**src/rtl/stream_master_if.sv**
```systemverilog
// AXI4-Stream bus bundle used by stream_master (master side) and its sink (slave side).
interface stream_master_if #(
  parameter int W = 32
);
  logic           tvalid;
  logic [W-1:0]   tdata;
  logic [W/8-1:0] tstrb;
  logic           tlast;
  logic           tready;

  modport master (output tvalid, tdata, tstrb, tlast, input tready);
  modport slave  (input tvalid, tdata, tstrb, tlast, output tready);
endinterface

```
**src/rtl/stream_master.sv**
```systemverilog
// stream_master: AXI4-Stream egress. Buffers {valid,data} samples in a FIFO, drives the
// stream through a stall-safe output register, and tags every FRAME_LEN-th beat with TLAST.
// Optional feature macro: STREAM_MASTER_DROP_CNT_EN adds a saturating drop_cnt[15:0] output.
module stream_master #(
  parameter int C_M_AXIS_TDATA_WIDTH = 32,
  parameter int FIFO_DEPTH           = 16,
  parameter int FRAME_LEN            = 64,
  parameter int AF_MARGIN            = 2
) (
  input  logic                          M_AXIS_ACLK,
  input  logic                          M_AXIS_ARESET,
  // {valid, data}: valid is the MSB
  input  logic [C_M_AXIS_TDATA_WIDTH:0] data_in,
  output logic                          is_ready,
  output logic                          overflow,
`ifdef STREAM_MASTER_DROP_CNT_EN
  output logic [15:0]                   drop_cnt,
`endif
  stream_master_if.master               m_axis
);
  localparam int W  = C_M_AXIS_TDATA_WIDTH;
  localparam int AW = $clog2(FIFO_DEPTH);
  localparam int CW = AW + 1;
  localparam int FW = (FRAME_LEN > 1) ? $clog2(FRAME_LEN) : 1;

  logic [W-1:0]  mem [FIFO_DEPTH];
  logic [AW-1:0] wr_ptr, rd_ptr;
  logic [CW-1:0] count, count_nxt;
  logic [FW-1:0] frame_cnt;
  logic          tvalid_q, tlast_q;
  logic [W-1:0]  tdata_q;

  logic          in_valid;
  logic [W-1:0]  in_data;
  logic          full, push, drop, load, frame_last;

  assign in_valid   = data_in[W];
  assign in_data    = data_in[W-1:0];
  // Full is judged on the registered count only; a same-cycle pop never frees a slot for a write.
  assign full       = (count == CW'(FIFO_DEPTH));
  assign push       = in_valid && !full;
  assign drop       = in_valid && full;
  // The output register takes the FIFO head whenever it is empty or being consumed.
  assign load       = (count != '0) && (!tvalid_q || m_axis.tready);
  assign frame_last = (frame_cnt == FW'(FRAME_LEN - 1));

  assign m_axis.tvalid = tvalid_q;
  assign m_axis.tdata  = tdata_q;
  assign m_axis.tlast  = tlast_q;
  assign m_axis.tstrb  = '1;

  // Next FIFO occupancy; push and pop together leave it unchanged.
  always_comb begin
    count_nxt = count;
    if (push && !load)
      count_nxt = count + CW'(1);
    else if (!push && load)
      count_nxt = count - CW'(1);
  end

  // FIFO storage; contents need no reset since pointers/count define validity.
  always_ff @(posedge M_AXIS_ACLK) begin
    if (push)
      mem[wr_ptr] <= in_data;
  end

  // FIFO pointers, occupancy, upstream ready and sticky overflow.
  always_ff @(posedge M_AXIS_ACLK) begin
    if (M_AXIS_ARESET) begin
      wr_ptr   <= '0;
      rd_ptr   <= '0;
      count    <= '0;
      is_ready <= 1'b1;
      overflow <= 1'b0;
    end else begin
      if (push) wr_ptr <= wr_ptr + AW'(1);
      if (load) rd_ptr <= rd_ptr + AW'(1);
      count    <= count_nxt;
      is_ready <= (FIFO_DEPTH - int'(count_nxt)) >= AF_MARGIN;
      if (drop) overflow <= 1'b1;
    end
  end

  // Output beat register and frame position; holds steady while stalled.
  always_ff @(posedge M_AXIS_ACLK) begin
    if (M_AXIS_ARESET) begin
      tvalid_q  <= 1'b0;
      tdata_q   <= '0;
      tlast_q   <= 1'b0;
      frame_cnt <= '0;
    end else if (load) begin
      tvalid_q  <= 1'b1;
      tdata_q   <= mem[rd_ptr];
      tlast_q   <= frame_last;
      frame_cnt <= frame_last ? '0 : frame_cnt + FW'(1);
    end else if (m_axis.tready) begin
      tvalid_q  <= 1'b0;
    end
  end

`ifdef STREAM_MASTER_DROP_CNT_EN
  // Saturating count of samples rejected because the FIFO was full.
  always_ff @(posedge M_AXIS_ACLK) begin
    if (M_AXIS_ARESET)
      drop_cnt <= '0;
    else if (drop && drop_cnt != 16'hFFFF)
      drop_cnt <= drop_cnt + 16'd1;
  end
`endif

endmodule
```
**src/flat_wrapper.sv**
```systemverilog
// flat-port wrapper written by rule: the top's interface ports become plain ports
module stream_master_flat 
#(
  parameter int C_M_AXIS_TDATA_WIDTH = 32,
  parameter int FIFO_DEPTH           = 16,
  parameter int FRAME_LEN            = 64,
  parameter int AF_MARGIN            = 2
)
  (M_AXIS_ACLK, M_AXIS_ARESET, data_in, is_ready, overflow, m_axis_tvalid, m_axis_tdata, m_axis_tstrb, m_axis_tlast, m_axis_tready);
  stream_master_if m_axis_i ();
  input  logic M_AXIS_ACLK;
  input  logic M_AXIS_ARESET;
  input  logic [C_M_AXIS_TDATA_WIDTH:0] data_in;
  output logic is_ready;
  output logic overflow;
  output wire logic [$bits(m_axis_i.tvalid)-1:0] m_axis_tvalid;
  output wire logic [$bits(m_axis_i.tdata)-1:0] m_axis_tdata;
  output wire logic [$bits(m_axis_i.tstrb)-1:0] m_axis_tstrb;
  output wire logic [$bits(m_axis_i.tlast)-1:0] m_axis_tlast;
  input wire logic [$bits(m_axis_i.tready)-1:0] m_axis_tready;
  assign m_axis_tvalid = m_axis_i.tvalid;
  assign m_axis_tdata = m_axis_i.tdata;
  assign m_axis_tstrb = m_axis_i.tstrb;
  assign m_axis_tlast = m_axis_i.tlast;
  assign m_axis_i.tready = m_axis_tready;
  stream_master #(.C_M_AXIS_TDATA_WIDTH(C_M_AXIS_TDATA_WIDTH), .FIFO_DEPTH(FIFO_DEPTH), .FRAME_LEN(FRAME_LEN), .AF_MARGIN(AF_MARGIN)) u_core (.M_AXIS_ACLK(M_AXIS_ACLK), .M_AXIS_ARESET(M_AXIS_ARESET), .data_in(data_in), .is_ready(is_ready), .overflow(overflow), .m_axis(m_axis_i));
endmodule
```
**config.mk**
```make
export PLATFORM = sky130hd
export DESIGN_NAME = stream_master_flat
export DESIGN_NICKNAME = d
export VERILOG_FILES = /design/src/rtl/stream_master_if.sv /design/src/rtl/stream_master.sv /design/src/flat_wrapper.sv
export SDC_FILE = /design/constraint.sdc
export NUM_CORES = 1
export LEC_CHECK = 0
export ABC_AREA = 1
export CAP_MARGIN = 20
export CELL_PAD_IN_SITES_DETAIL_PLACEMENT = 1
export CELL_PAD_IN_SITES_GLOBAL_PLACEMENT = 1
export CORE_MARGIN = 2
export CORE_UTILIZATION = 40
export DETAILED_ROUTE_END_ITERATION = 10
export PLACE_DENSITY_LB_ADDON = 0.1
export SYNTH_ARGS = -nofsm -noshare
export SYNTH_HDL_FRONTEND = slang
export SYNTH_SLANG_ARGS = --single-unit
```
**constraint.sdc**
```tcl
create_clock -name M_AXIS_ACLK -period 2.9 [get_ports M_AXIS_ACLK]
set_input_delay 0.725 -clock M_AXIS_ACLK [delete_from_list [all_inputs] [get_ports M_AXIS_ACLK]]
set_output_delay 0.725 -clock M_AXIS_ACLK [all_outputs]
set_load 0.005 [all_outputs]
```
# Yosys cells after proc, flatten, opt, wreduce, memory -nomap -nowiden
# Memory sizes are Yosys's and may differ from the RTL's. A register that Yosys moved wholly into a read port is not among the register bits.
# Cells that the tools add are included.
[totals]
ff_bits = 23
ram_bits = 512
inputBits = 36
output_inout_bits = 40
elab_cells = 37
mem_count = 1
[classes]
n_addsub = 6
magnitude_cmp = 1
eq_ne = 2
mux = 7
reduce_logical = 12
[mem_list]
columns = ["name", "depth", "word_bits", "rd", "rd_clocked_by_memory_dff", "write_ports", "line", "text"]
rows = [
  ["u_core.mem", 16, 32, 1, 1, 1, "stream_master.sv:26", "logic [W-1:0] mem [FIFO_DEPTH];"],
]
[ops]
columns = ["cell", "count"]
rows = [
  ["greater-or-equal comparator 32 x 3 -> 1 bit, second input constant", 1],
  ["2-to-1 mux 5 bit", 2],
  ["adder 4 x 1 -> 4 bit, second input constant", 2],
  ["adder 6 x 1 -> 6 bit, second input constant", 1],
  ["equality test 6 bit, second input constant", 1],
  ["2-to-1 mux 6 bit", 1],
  ["subtractor 5 x 5 -> 6 bit, first input constant", 1],
  ["adder 5 x 1 -> 5 bit, second input constant", 1],
  ["equality test 5 bit, second input constant", 1],
  ["logical AND 1 bit", 5],
  ["nonzero test 5 bit", 1],
  ["subtractor 5 x 1 -> 5 bit, second input constant", 1],
  ["logical NOT 1 bit", 4],
  ["2-to-1 mux 1 bit", 4],
  ["nonzero test 2 bit", 1],
  ["logical OR 1 bit", 1],
]

# Depth between registers and ports, before layout
# Gate-level depths: netlist of run 1.
[logic_depth]
ltp_word = 9
mapped_depth = 17

# Least setup slack after synthesis of run 1
# Ideal clock, no wire load.
[synth_path]
path_type = "register to register"
start = "reg u_core.count[0]"
end = "mem u_core.mem[11][0], enable pin"
t_arrival_ns = 2.508
t_required_ns = 2.479
path_slack_ns = -0.029
stages_incl_launch_ff = 9
path_buffers = 1
path_cell_list = "dfxtp_1 inv_1 ha_1 nand3_2 nand2_2 inv_2 buf_6 nand2_1 nor2_1"
[synth_between]
elab_chain_cells = 5
[synth_lines]
columns = ["item", "line", "text"]
rows = [
  ["start, declared", "stream_master.sv:28", "logic [CW-1:0] count, count_nxt;"],
  ["start signal, assigned", "stream_master.sv:78", "count <= count_nxt;"],
  ["equality test 5 bit", "stream_master.sv:40", "assign full = (count == CW'(FIFO_DEPTH));"],
  ["logical NOT 1 bit", "stream_master.sv:41", "assign push = in_valid && !full;"],
  ["logical AND 1 bit", "stream_master.sv:41", ""],
  ["2-to-1 mux 1 bit", "stream_master.sv:63", "if (push)"],
  ["2-to-1 mux 1 bit (implied by the code)", "stream_master.sv:64", "mem[wr_ptr] <= in_data;"],
  ["end, declared", "stream_master.sv:26", ""],
]
# No other way between the ends.

# Worst setup path after layout of run 1
[layout_path]
start = "reg u_core.count[0]"
end = "reg u_core.is_ready"
[layout_between]
elab_chain_cells = 9
word_cells_on_any_way = 15
cone_classes = "3 x add/sub; 1 x order compare; 1 x eq/ne; 2 x mux; 8 x reduce/logical"
[layout_lines]
columns = ["item", "line", "text"]
rows = [
  ["branches (longest 6 deep; another with subtractor 5 x 1 -> 5 bit)", "n/a", ""],
  ["2-to-1 mux 5 bit (*)", "stream_master.sv:55", "if (push && !load)"],
  ["net u_core.count_nxt[1]", "stream_master.sv:28", ""],
  ["subtractor 5 x 5 -> 6 bit (*)", "stream_master.sv:79", "is_ready <= (FIFO_DEPTH - int'(count_nxt)) >= AF_MARGIN;"],
  ["greater-or-equal comparator 32 x 3 -> 1 bit (*)", "stream_master.sv:79", ""],
  ["end signal, assigned", "stream_master.sv:73", "is_ready <= 1'b1;"],
  ["end signal, assigned", "stream_master.sv:79", ""],
  ["end, declared", "stream_master.sv:14", "output logic is_ready,"],
]
# Mark *: on every way through the listed nets, which the timed path passes.
# A chain may end at the register's enable or synchronous reset.

==> results.json, run 1 <==
{
  "holdCritPathClass": "reg -> reg",
  "grt_util_all_layers_pct": 22.00,
  "ys_types": 28,
  "grt_max_degree": 111,
  "start_util_pct": 40.62,
  "clk_pin_slew_ns": 0.06,
  "cts_buffer_depth": 3,
  "die_h_um": 241.0,
  "instances_no_fill": 2667,
  "overflow": 0,
  "yosys-top-cells-count": "edfxtp_1 (512), nor2_1 (412), o21ai_0 (257)",
  "root_buffer": "clkbuf_16",
  "synth_flop_cell": "edfxtp_1",
  "antenna_found_initial": 0,
  "rsz0062_at_grt": "no",
  "hold_ws_ns": 0.4665,
  "use_met3_pct": 2.699,
  "yosysTopAreaCell": "edfxtp_1",
  "netlist_instances": 1795,
  "ys_seq_area_share_pct": 73.34,
  "fin_nets": 1913,
  "slew_viol_final": 0,
  "setup_viol": 0,
  "die_area_um2": 58070,
  "synth_enable_flop_cells": 512,
  "post_cts_resized": 0,
  "core_um2": 55310,
  "cts_hold_buf": 0,
  "crit_type": "reg -> reg",
  "numCtsBuffers": 60,
  "die_x_um": 241.0,
  "drtIter0Drc": 942,
  "place_inst": 2553,
  "totalWireLength_mm": 62.83,
  "p_per_area_nw_per_um2": 857.3,
  "hold_viol": 0,
  "critPathArrivalTime_ns": 2.86,
  "num_vias": 14440,
  "htreeDepth": 2,
  "syn_to_final_growth_pct": 17.66,
  "tightest_slew_ns": 0.7445,
  "maxCapViolations": 0,
  "yosys.area.top_type_share_pct": 68.44,
  "ioPinCount": 76,
  "viasPerCell": 5.414,
  "detail-route-antenna-nets": 0,
  "clk_latency_ns": 0.64,
  "grt_util_met2_pct": 36.28,
  "fillers": 5697,
  "max_freq_mhz": 427.9,
  "status": "finished clean",
  "drive_above_1_share_pct": 9.380,
  "portBuffers": 71,
  "use_met1_pct": 30.89,
  "synthArstFlopShare_pct": 0,
  "grt_pass1_vias": 15190,
  "peakVddDrop_uv": 823.6,
  "cts_setup_buffers": 0,
  "yosys_warnings": 0,
  "wl_per_cell_um": 23.56,
  "fin_crit_ns": 2.337,
  "grt.busiest_layer": "met2",
  "avgSynthCellArea_um2": 12.51,
  "p_leak_uw": 0.008702,
  "fp-row-count": 86,
  "cts_sinks": 567,
  "first_pass_iters": 5,
  "yosys-top-cells-area": "edfxtp_1 (68%), nor2_1 (6.9%), o21ai_0 (5.7%)",
  "cts_tree": "yes",
  "clock-skew-final_ns": 0.02203,
  "crit_path_max_fanout": 6,
  "gp_congestion": 0.7620,
  "syn_area_um2": 22460,
  "yosysMostFrequentCell": "edfxtp_1",
  "critPathCaptureType": "register",
  "crit_required_ns": 3.42,
  "grt_pass1_wl_mm": 95.23,
  "post-route-period-util_pct": 80.59,
  "drcViolationCount": 0,
  "dp_hpwl_mm": 33.78,
  "relSlewSlack_pct": 50.37,
  "n_antenna_cell": 0,
  "synth-seq-cells": 567,
  "critPathLaunchType": "register"
}
-- layer usage --
layer | share of wire [%] | wire length (um) | vias up
met3 | 3.3 | 2071 | 85
li1 | - | - | 6696
met5 | 0 | 0 | -
met1 | 47 | 29480 | 7415
met4 | 1.9 | 1207 | 0
met2 | 48 | 30070 | 243
-- flip-flops by register name, indices dropped and copies added, names as in the netlist --
signal and flops:
u_core.is_ready 1, u_core.rd_ptr 4, u_core.m_axis.tvalid 1, u_core.overflow 1, u_core.frame_cnt 6, u_core.wr_ptr 4, u_core.m_axis.tdata 32, u_core.m_axis.tlast 1
u_core.mem 512, u_core.count 5
-- path summary, 6_finish.rpt --
path,to,cells past startpoint,startpoint,slack [ns]
setup / recovery,u_core.is_ready$_SDFF_PP1_,17,u_core.count[0]$_SDFF_PP0_,0.56
setup reg to reg,u_core.is_ready$_SDFF_PP1_,17,u_core.count[0]$_SDFF_PP0_,0.56
hold reg to reg,u_core.overflow$_SDFFE_PP0P_,2,u_core.overflow$_SDFFE_PP0P_,0.47
hold / removal,u_core.overflow$_SDFFE_PP0P_,2,u_core.overflow$_SDFFE_PP0P_,0.47
-- report_power, final --
| group | total [uW] | switching [uW] | internal [uW] |
|---|---|---|---|
| Clock | 7460 | 3170 | 4290 |
| Combinational | 5740 | 3790 | 1940 |
| Sequential | 9460 | 219 | 9240 |
| Total | 22700 | 7190 | 15500 |
-- worst max-delay path, cell delays in order, from the launching register on --
cell and delay (ns):
dfxtp_1 0.43, inv_1 0.09, ha_1 0.29, nand3_2 0.11, nand2_2 0.07, inv_2 0.13
nand2_1 0.14, nand2_1 0.08, nand2_1 0.06, nand2_1 0.09, inv_2 0.05, ha_1 0.29
inv_1 0.07, nand2_1 0.05, a21oi_1 0.12, nand2_1 0.06, nand2_1 0.05, nand2_1 0.05
-- logic make-up after synthesis --
kind of cell | share of synthesized area, %
xor+xnor | 0.03900
simple gates | 10.84
compound gates | 11.54
fa+ha+maj | 0.5570
buf+inv | 3.665
other cells | 0.01669
flops | 73.34
-- metrics by stage --
stage | total power (uW) | utilization [%] | setup slack [ns] | instance area, um^2 | TNS, ns
2_1_floorplan | 13300 | - | -0.02915 | 22480 | -7.991
3_3_place_gp | 15330 | 44.29 | 0.1925 | 24500 | 0
3_5_place_dp | 15430 | 44.29 | 0.1925 | 24500 | 0
4_1_cts | 22940 | 47.79 | 0.5322 | 26430 | 0
5_1_grt | 23880 | 47.79 | 0.3133 | 26430 | 0
6_report | 22660 | 47.79 | 0.5629 | 26430 | 0
-- cell usage in the layout, fill, tap and decap left out, types with 10 or more instances in the layout --
master           count
clkdlybuf4s50_1     71
clkbuf_1            22
buf_4               28
buf_12              31
nor2_4              17
nor2_1             396
ha_1                10
clkbuf_8            16
nand3_1            120
o21ai_0            257
nand2_1             45
edfxtp_1           512
a21oi_1             14
clkbuf_16           61
o211ai_1           160
dfxtp_1             51
inv_1               53
-- final cells by class --
type / instances / area (um^2) / share of cell area (%)
flip-flops and latches: 567 / 16490 / 62.38
multi-input cells: 1047 / 5296 / 20.04
clock buffers: 99 / 1829 / 6.921
repair buffers: 130 / 1541 / 5.832
well taps: 748 / 935.9 / 3.541
inverters: 61 / 235.2 / 0.8899
clock inverters: 15 / 105.1 / 0.3976
(Power assumes the default switching activity.)
==> inputs of run 2 (changes only) <==
- clock period: 2.9 -> 1.9 ns (I/O delays scaled with it)
==> run 2 against run 1 <==
Effect of this change:
- design area increased by 4.0%
- non-clock buffer count increased by 59
- largest power group unchanged
- flip-flop and latch count unchanged
- register-to-register slack got worse by 0.55 ns
- total power increased by 61%
- critical path depth decreased by 7
- final cell count increased by 2.2%
==> results.json, run 2 (synthesis results as in run 1) <==
{
  "status": "finished clean",
  "hold_ws_ns": 0.4493,
  "cts_tree": "yes",
  "totalWireLength_mm": 62.47,
  "cts_hold_buf": 0,
  "setup_slack_ns": 0.01295,
  "crit_path_max_fanout": 20,
  "root_buffer": "clkbuf_16",
  "portBuffers": 71,
  "slew_viol_final": 0,
  "syn_to_final_growth_pct": 22.32,
  "gp_congestion": 0.7455,
  "drtIter0Drc": 946,
  "fp-row-count": 86,
  "die_x_um": 241.0,
  "wl_per_cell_um": 22.92,
  "p_leak_uw": 0.009300,
  "viasPerCell": 5.422,
  "detail-route-antenna-nets": 0,
  "antenna_found_initial": 0,
  "crit_path_max_incr_delay_ns": 0.33,
  "path_buf_inv": 5,
  "clk_pin_slew_ns": 0.06,
  "largest_reg_flops": 512,
  "grt_pass1_vias": 15420,
  "tightest_slew_ns": 0.6124,
  "grt_pass1_wl_mm": 95.30,
  "fin_nets": 1972,
  "ioPinCount": 76,
  "htreeDepth": 2,
  "pre_cts_ws_ns": -0.5170,
  "holdCritPathClass": "reg -> reg",
  "cpMostUsedCell": "buf_12",
  "die_area_um2": 58070,
  "start_util_pct": 40.62,
  "peakVddDrop_uv": 775.5,
  "cts_buffer_depth": 3,
  "clk_latency_ns": 0.62,
  "crit_required_ns": 2.20,
  "numCtsBuffers": 60,
  "grt_max_degree": 90,
  "core_um2": 55310,
  "crit_chain": "inv_2 > ha_4 > nand3_4 > nand2_4 > inv_4 > buf_6 > buf_12 > nand2_8 > nor2_4 > buf_12",
  "num_vias": 14780,
  "drcViolationCount": 0,
  "maxCapViolations": 0,
  "rsz0062_at_grt": "yes",
  "first_pass_iters": 5,
  "post-route-period-util_pct": 99.32,
  "fin_crit_ns": 1.887,
  "setup_viol": 0,
  "critPathCaptureType": "register",
  "critPathArrivalTime_ns": 2.19,
  "fin_setup_tns_ns": 0,
  "cp_slowest_cell": "dfxtp_2",
  "die_h_um": 241.0,
  "final_cell_mix": "edfxtp_1 (512), nor2_1 (396), o21ai_0 (257), o211ai_1 (160), nand3_1 (117)",
  "p_per_area_nw_per_um2": 1328,
  "overflow": 0,
  "crit_type": "reg -> reg",
  "drive_above_1_share_pct": 14.11,
  "relSlewSlack_pct": 59.05,
  "clock-skew-final_ns": 0.02062,
  "cp_top_family": "buffers and inverters",
  "grt_util_all_layers_pct": 21.83,
  "hold_viol": 0,
  "p_total_uw": 36490,
  "cts_sinks": 567,
  "final_common_cell": "edfxtp_1",
  "regMostFlops": "u_core.mem",
  "placed_area_um2": 25190,
  "critPathLaunchType": "register",
  "dp_hpwl_mm": 35.57,
  "max_freq_mhz": 529.9,
  "final_area_um2": 27480,
  "n_antenna_cell": 0
}
==> run 2: changes by cell type in the layout (fill, tap and decap cells not counted), sizes merged <==
cell | before | now
clkinvlp | 1 | 3
buf | 59 | 116
dlygate4sd2 | 0 | 36
bufinv | 0 | 8
clkdlybuf4s50 | 71 | 35
clkinv | 15 | 22
clkbuf | 99 | 83
==> run 2: tightest hold or removal path: cells and delay by family (launching register included) <==
| kind | cells | cell delay [ns] |
|---|---|---|
| flops | 1 | 0.30 |
| buf+inv | 1 | 0.04 |
| compound gates | 1 | 0.05 |
==> run 2: metal layers <==
layer / global-route usage, % / routed length [um]
met4: 4.845 / 1107
met3: 3.065 / 2494
met1: 30.61 / 28640
met2: 36.23 / 30230
met5: 0 / 0
==> run 2: cell type report <==
cell class	instances	area, um^2
Inverter	61	241.5
Multi-Input combinational cell	1047	5460
Fill cell	5678	27830
Sequential cell	567	16510
Clock buffer	81	1673
Tap cell	748	935.9
Timing Repair Buffer	189	2286
Clock inverter	32	375.4
==> run 2: final timing paths <==
check / start / endpoint / slack (ns) / cells past startpoint
max reg2reg: u_core.count[0]$_SDFF_PP0_ / u_core.mem[7][29]$_DFFE_PP_ / 0.01 / 10
min reg2reg: u_core.overflow$_SDFFE_PP0P_ / u_core.overflow$_SDFFE_PP0P_ / 0.45 / 2
max: u_core.count[0]$_SDFF_PP0_ / u_core.mem[7][29]$_DFFE_PP_ / 0.01 / 10
min: u_core.overflow$_SDFFE_PP0P_ / u_core.overflow$_SDFFE_PP0P_ / 0.45 / 2
==> run 2: through the flow <==
stage | utilization [%] | std cells
global route | 49.68 | 2725
detailed placement | 45.54 | 2595
floorplan | - | 1798
CTS | 49.38 | 2716
finish | 49.68 | 2725
global placement | 45.54 | 2595
==> run 2: timing repair <==
action	in CTS	in global routing
pin swaps	6	9
gates cloned	0	2
buffers inserted	8	7
resized for setup	57	14
endpoints found under the setup margin	37	6
endpoints found under the hold margin	0	0
==> run 2: power breakdown <==
part / leakage, uW / internal [uW] / switching, uW / total [uW]
clock: 0.000994 / 7240 / 4910 / 12100
combinational: 0.00322 / 3750 / 6170 / 9920
sequential: 0.00509 / 14100 / 299 / 14400
total: 0.00930 / 25100 / 11400 / 36500
